<file path="src/rtl/accel_req_buffer.sv">
// accel_req_buffer: elastic request FIFO between a dispatcher and Ara with an outstanding-instruction limiter.
// Optional perf counters enabled by defining ACCEL_REQ_BUF_PERF_EN.
package accel_req_buffer_pkg;
   typedef struct packed {
      logic        req_valid;
      logic        resp_ready;
      logic [31:0] insn;
      logic [63:0] rs1;
      logic [63:0] rs2;
      logic [2:0]  frm;
   } accelerator_req_t;
   typedef struct packed {
      logic        req_ready;
      logic        resp_valid;
      logic [63:0] result;
      logic        error;
   } accelerator_resp_t;
endpackage

module accel_req_buffer
   import accel_req_buffer_pkg::*;
#(
   parameter int DEPTH           = 4,
   parameter int MAX_OUTSTANDING = 8
) (
   input  logic                                   clk_i,
   input  logic                                   rst_i,
   input  accelerator_req_t                       acc_req_i,
   output accelerator_resp_t                      acc_resp_o,
   output accelerator_req_t                       acc_req_o,
   input  accelerator_resp_t                      acc_resp_i,
   output logic [$clog2(MAX_OUTSTANDING+1)-1:0]   outstanding_o,
   output logic                                   idle_o,
   output logic                                   error_o,
   output logic [31:0]                            perf_issued_o,
   output logic [31:0]                            perf_stall_o
);
   localparam int AW = $clog2(DEPTH);
   localparam int CW = AW + 1;
   localparam int OW = $clog2(MAX_OUTSTANDING + 1);

   accelerator_req_t r_mem [DEPTH];
   logic [AW-1:0]    r_wptr, r_rptr;
   logic [CW-1:0]    r_count;
   logic [OW-1:0]    r_out;
   logic             r_err;
   logic             w_full, w_empty, w_ready, w_valid, w_push, w_pop, w_resp;
   accelerator_req_t w_wdata;

   assign w_full  = r_count == CW'(DEPTH);
   assign w_empty = r_count == '0;
   assign w_ready = !w_full && !rst_i;
   assign w_valid = !w_empty && (r_out < OW'(MAX_OUTSTANDING)) && !rst_i;
   assign w_push  = acc_req_i.req_valid && w_ready;
   assign w_pop   = w_valid && acc_resp_i.req_ready;
   assign w_resp  = acc_resp_i.resp_valid && acc_req_i.resp_ready;

   always_comb begin
      w_wdata                = acc_req_i;
      w_wdata.req_valid      = 1'b0;
      w_wdata.resp_ready     = 1'b0;
      acc_req_o              = r_mem[r_rptr];
      acc_req_o.req_valid    = w_valid;
      acc_req_o.resp_ready   = acc_req_i.resp_ready;
      acc_resp_o             = acc_resp_i;
      acc_resp_o.req_ready   = w_ready;
   end

   always_ff @(posedge clk_i)
      if (w_push) r_mem[r_wptr] <= w_wdata;

   always_ff @(posedge clk_i) begin
      if (rst_i) begin
         r_wptr  <= '0;
         r_rptr  <= '0;
         r_count <= '0;
         r_out   <= '0;
         r_err   <= 1'b0;
      end else begin
         if (w_push) r_wptr <= r_wptr + 1'b1;
         if (w_pop) r_rptr <= r_rptr + 1'b1;
         r_count <= r_count + CW'(w_push) - CW'(w_pop);
         // a response with nothing outstanding is a protocol error, not an underflow
         if (w_pop && !w_resp) r_out <= r_out + 1'b1;
         else if (w_resp && !w_pop) begin
            if (r_out == '0) r_err <= 1'b1;
            else r_out <= r_out - 1'b1;
         end
      end
   end

   assign outstanding_o = r_out;
   assign idle_o        = w_empty && (r_out == '0);
   assign error_o       = r_err;

`ifdef ACCEL_REQ_BUF_PERF_EN
   logic [31:0] r_perf_issued, r_perf_stall;
   always_ff @(posedge clk_i) begin
      if (rst_i) begin
         r_perf_issued <= '0;
         r_perf_stall  <= '0;
      end else begin
         r_perf_issued <= r_perf_issued + 32'(w_pop);
         r_perf_stall  <= r_perf_stall + 32'(w_valid && !acc_resp_i.req_ready);
      end
   end
   assign perf_issued_o = r_perf_issued;
   assign perf_stall_o  = r_perf_stall;
`else
   assign perf_issued_o = '0;
   assign perf_stall_o  = '0;
`endif
endmodule

</file>
<file path="config.mk">
export PLATFORM = sky130hd
export DESIGN_NAME = accel_req_buffer
export DESIGN_NICKNAME = d
export VERILOG_FILES = /design/src/rtl/accel_req_buffer.sv
export SDC_FILE = /design/constraint.sdc
export NUM_CORES = 1
export LEC_CHECK = 0
export CAP_MARGIN = 20
export CORE_MARGIN = 1.5
export CORE_UTILIZATION = 40
export CTS_CLUSTER_SIZE = 16
export DETAILED_ROUTE_END_ITERATION = 12
export PLACE_DENSITY_LB_ADDON = 0.05
export SLEW_MARGIN = 20
export SYNTH_ARGS = -nofsm -noshare
export SYNTH_HDL_FRONTEND = slang
export SYNTH_SLANG_ARGS = --single-unit
</file>
<file path="constraint.sdc">
create_clock -name clk_i -period 5.9 [get_ports clk_i]
set_clock_uncertainty 0.05 [all_clocks]
set_input_delay 1.18 -clock clk_i [delete_from_list [all_inputs] [get_ports clk_i]]
set_output_delay 1.18 -clock clk_i [all_outputs]
set_load 0.01 [all_outputs]
</file>
==> impl_metrics.yaml, run 1 <==
outcome:
  outcome: "complete, no violations"
critical_path:
  r2r_start: "r_count[1]$_SDFF_PP0_"
  crit_path_end_kind: "output pin"
  path_max_fanout: 29
  cp-start-kind: "register"
  path_class: "reg2out"
  arrival_ps: 2940
  required_ps: 4670
  r2r_cells: 11
  rr_endpoint: "outstanding_o[3]$_SDFFE_PP0P_"
  r2r_slack_ps: 3240
die:
  die_area_mm2: 0.0647
  rows: 91
  die_y_um: 254
  initial_core_util_pct: 40.8
  ioPinCount: 536
  die_w_um: 254
  core-area_mm2: 0.0621
worst_hold_path:
  min_path_cells: 2
  min_to: "error_o$_SDFFE_PP0P_"
  min_from: "error_o$_SDFFE_PP0P_"
  min_path_type: "reg2reg"
layout:
  final_nets: 1654
  postLayoutCoreUtil_pct: 50.6
  multi_input_area_mm2: 0.00440
  regArea_mm2: 0.0199
  finalNonFillerCells: 2306
  layout_common_cells: "652 x edfxtp_1, 341 x clkdlybuf4s50_1, 163 x mux4_2"
  design_area_mm2: 0.0314
  layout_commonest_cell: "edfxtp_1"
  drive_above_1_share_pct: 20.9
  n_fill_cell: 5078
  area_growth_pct: 24.2
timing:
  rsz0062_at_grt: "false"
  worst_pin_slew_ps: 951
  setup_viol: 0
  hold_violations: 0
  period_needed_ps: 4170
  clock.fmax_ghz: 0.240
  fin_setup_tns_ps: 0
  drv_slew: 0
  fin_crit_sh_pct: 70.7
  slew_headroom_pct: 36.6
power:
  power_density_mw_per_mm2: 413
  p_leak_nw: 9.96
  peakVddDrop_v: 0.000250
routing:
  route.antenna.remaining_nets: 0
  drcViolationCount: 0
  drt_first_pass_iters: 4
  via_per_inst: 4.86
  wirelength_um: 51600
  post_drt_wl_per_cell_um: 22.4
  dr.first_iter.drc_count: 575
  num_vias: 11200
synth:
  yosysSeqAreaShare_pct: 78.5
  async_reset_ff_share_pct: 0
  synth_edf_count: 652
  synth_seq_cells: 666
  ys_types: 30
  synth_area_mm2: 0.0253
  syn_inst: 1073
  syn_area_per_cell_um2: 23.6
  yosysWarnings: 0
  synth_ff_type: "edfxtp_1"
global_routing:
  antenna_found_initial: 6
  grt_max_degree: 60
  grt_pass1_wl_um: 75000
  overflow: 0
  grt_pass1_vias: 11800
  track_usage_pct: 15.9
clocking:
  cts_resized: 0
  numCtsBuffers: 71
  tritoncts: "built"
  cts_setup_buffers: 0
  cts_max_path_buffers: 3
  htree_levels: 3
  cts-root-buf: "clkbuf_16"
  hold_buffers: 0
  cts_sinks: 666
  clkSlewWorstSetupHoldPaths_ps: 60
  worstSkewPairLatency_ps: 590
placement:
  dp.cells: 2172
  gp_congestion: 0.740
  placed_area_mm2: 0.0291
  post-dp-hpwl_um: 31700
  port_buffers: 341
job:
  max_cap_viol_count: 0
[metal layers]
layer,GRT usage (%),vias up,share of wire [%]
li1,-,4918,-
met1,20.8,5848,41
met2,25.0,344,49
met3,5.48,82,7.6
met4,4.85,8,2.2
met5,0,-,0.11
[registers in the layout, summed over array words and instances (netlist names), named ones only]
register,count
r_count,3
r_rptr,2
outstanding_o,4
r_wptr,2
error_o,1
r_mem,652
[critical path: stages, from the launching register on]
cell	delay [ps]
dfxtp_4	770
buf_4	470
mux4_2	580
clkdlybuf4s50_1	500
[power breakdown]
part | total (mW) | switching, mW | internal [mW]
combinational | 3.05 | 1.30 | 1.75
clock | 4.30 | 1.75 | 2.55
sequential | 5.62 | 0.164 | 5.46
[synth_stat cells, drive strengths merged, types with 2 or more instances]
cell type / instances / share of area (%)
xor2: 2 / 0.069
nor3: 3 / 0.059
ha: 10 / 0.49
clkbuf: 5 / 0.074
nor2: 11 / 0.16
a211oi: 3 / 0.14
edfxtp: 652 / 77
mux4: 163 / 15
inv: 11 / 0.16
and2: 5 / 0.12
buf: 166 / 4.8
nand3: 2 / 0.040
fa: 2 / 0.16
a21oi: 5 / 0.099
dfxtp: 14 / 1.1
nand2: 4 / 0.059
xnor2: 5 / 0.17
nor2b: 2 / 0.049
[layout make-up]
| class | instances | share of cell area, % |
|---|---|---|
| flip-flops and latches | 666 | 63.3 |
| multi-input cells | 288 | 14.0 |
| repair buffers | 370 | 12.0 |
| clock buffers | 91 | 6.20 |
| well taps | 837 | 3.34 |
| clock inverters | 39 | 1.03 |
| inverters | 11 | 0.131 |
| diodes | 4 | 0.0319 |
[cell families after synthesis]
group | Yosys count | share of synthesized area [%]
DFF | 666 | 78.5
buffers and inverters | 182 | 5.06
muxes | 164 | 14.6
and+or+nand+nor | 31 | 0.653
adders and majority gates | 12 | 0.653
AOI/OAI and AO/OA | 10 | 0.292
xor gates and xnor gates | 7 | 0.242
other | 1 | 0.0148
[worst max-delay path by stage]
stage	to	start	cells after the start	slack [ps]
2_1_floorplan	r_mem[0][0]$_DFFE_PP_	rst_i	3	1680
3_3_place_gp	r_mem[3][111]$_DFFE_PP_	rst_i	4	1790
3_5_place_dp	r_mem[3][79]$_DFFE_PP_	rst_i	4	1750
4_1_cts	acc_req_o[117]	register	3	1570
5_1_grt	acc_req_o[114]	register	3	1490
6_report	acc_req_o[120]	register	3	1730
[metrics by stage]
step | setup WS [ps] | hold slack [ps] | total power, mW
after floorplan | 1680 | 435 | 7.45
after global placement | 1790 | 429 | 8.88
after detailed placement | 1750 | 429 | 8.87
after CTS | 1570 | 447 | 13.2
after global routing | 1490 | 517 | 13.5
final | 1730 | 443 | 13.0
(Power assumes the default switching activity.)
==> run 2, diff against run 1 <==
==> constraint.sdc (replaced) <==
create_clock -name clk_i -period 4.1 [get_ports clk_i]
set_clock_uncertainty 0.05 [all_clocks]
set_input_delay 0.82 -clock clk_i [delete_from_list [all_inputs] [get_ports clk_i]]
set_output_delay 0.82 -clock clk_i [all_outputs]
set_load 0.01 [all_outputs]
==> impl_metrics.yaml, run 2 (synthesis gave the netlist of run 1 again) <==
critical_path:
  crit_path_end_kind: "output pin"
  critPathSlowestCell: "mux4_2"
  required_ps: 3230
  path_class: "reg2out"
  crit_chain: "buf_4 > mux4_2 > clkdlybuf4s50_1"
  cp-start-kind: "register"
  worst_path_largest_cell_delay_ps: 600
  path_max_fanout: 20
  arrival_ps: 2680
  r2r_start: "r_count[2]$_SDFF_PP0_"
routing:
  num_vias: 11245
  route.antenna.remaining_nets: 0
  post_drt_wl_per_cell_um: 22.7
  dr.first_iter.drc_count: 537
  wirelength_um: 52400
  drt_first_pass_iters: 4
  via_per_inst: 4.86
  drcViolationCount: 0
power:
  p_leak_nw: 9.99
  p_int_mw: 13.9
  power_density_mw_per_mm2: 588
  peakVddDrop_v: 0.000423
  seqPwrFrac_pct: 43.3
  combPwrFrac_pct: 24.4
  p_clk_share_pct: 32.3
  switching_share_pct: 25.0
  p_total_mw: 18.5
  p_switching_mw: 4.63
global_routing:
  grt_max_degree: 65
  grt_pass1_vias: 11812
  grt_pass1_wl_um: 76200
  overflow: 0
  track_usage_pct: 16.2
  antenna_found_initial: 6
die:
  rows: 91
  core-area_mm2: 0.0621
  die_y_um: 254
  die_area_mm2: 0.0647
  die_w_um: 254
  ioPinCount: 536
  initial_core_util_pct: 40.8
clocking:
  numCtsBuffers: 72
  hold_buffers: 0
  cts-root-buf: "clkbuf_16"
  tritoncts: "built"
  cts_resized: 0
  cts_sinks: 666
  htree_levels: 3
  cts_max_path_buffers: 3
  cts_setup_buffers: 0
  worstSkewPairLatency_ps: 590
  clkSlewWorstSetupHoldPaths_ps: 60
timing:
  worst_pin_slew_ps: 629
  setup_viol: 0
  fin_setup_tns_ps: 0
  drv_slew: 0
  rsz0062_at_grt: "false"
  fin_crit_sh_pct: 86.5
  period_needed_ps: 3550
  hold_violations: 0
  slew_headroom_pct: 58.1
  clock.fmax_ghz: 0.282
placement:
  post-dp-hpwl_um: 32900
  gp_congestion: 0.714
  port_buffers: 341
  placed_area_mm2: 0.0293
  dp.cells: 2184
layout:
  largest_register_ffs: 652
  postLayoutCoreUtil_pct: 50.8
  area_growth_pct: 24.5
  finalNonFillerCells: 2313
  n_fill_cell: 4969
  drive_above_1_share_pct: 20.6
  layout_commonest_cell: "edfxtp_1"
  layout_common_cells: "652 x edfxtp_1, 341 x clkdlybuf4s50_1, 163 x mux4_2"
  design_area_mm2: 0.0315
  final_nets: 1667
  top_register: "r_mem"
job:
  max_cap_viol_count: 0
outcome:
  outcome: "complete, no violations"
worst_hold_path:
  min_from: "error_o$_SDFFE_PP0P_"
  min_path_type: "reg2reg"
## run 2: final timing paths
path                                   endpoint  slack (ps)  cells past startpoint
setup / recovery                  acc_req_o[72]         550                      3
hold / removal             error_o$_SDFFE_PP0P_         450                      2
setup reg to reg  outstanding_o[3]$_SDFFE_PP0P_        1410                     11
hold reg to reg            error_o$_SDFFE_PP0P_         450                      2
## run 2: stage by stage
stage / hold slack (ps) / setup WS, ps
final: 453 / 552
after global routing: 473 / 379
after CTS: 462 / 446
after detailed placement: 436 / 691
after global placement: 432 / 741
after floorplan: 435 / 239
## run 2: critical path: cells and delay by family (launching register included)
kind                   cells  cell delay, ps
buffers and inverters      2             940
DFF                        1             520
muxes                      1             600
## run 2: layer usage
metal  routed length, um  GRT usage (%)
met3                3650           5.52
met4                1090           4.52
met1               21700           20.8
met2               25900           26.1
met5                  69              0
## run 2: final cells by class
type	count	area, um2	area share (%)
tap	837	1050	3.32
multi-input combinational	288	4400	14.0
clock buffer	97	1980	6.28
antenna	2	5.00	0.0159
sequential	666	19900	63.1
inverter	11	41.3	0.131
clock inverter	30	190	0.604
timing repair buffer	382	3970	12.6
## run 2: power groups by stage
stage | Sequential, mW | Combinational, mW | Clock (mW)
2_1_floorplan | 8.11 | 2.61 | 0
3_3_place_gp | 8.16 | 4.66 | 0
3_5_place_dp | 8.17 | 4.66 | 0
4_1_cts | 8.03 | 4.68 | 6.17
5_1_grt | 8.06 | 4.87 | 6.40
6_report | 8.03 | 4.52 | 5.98
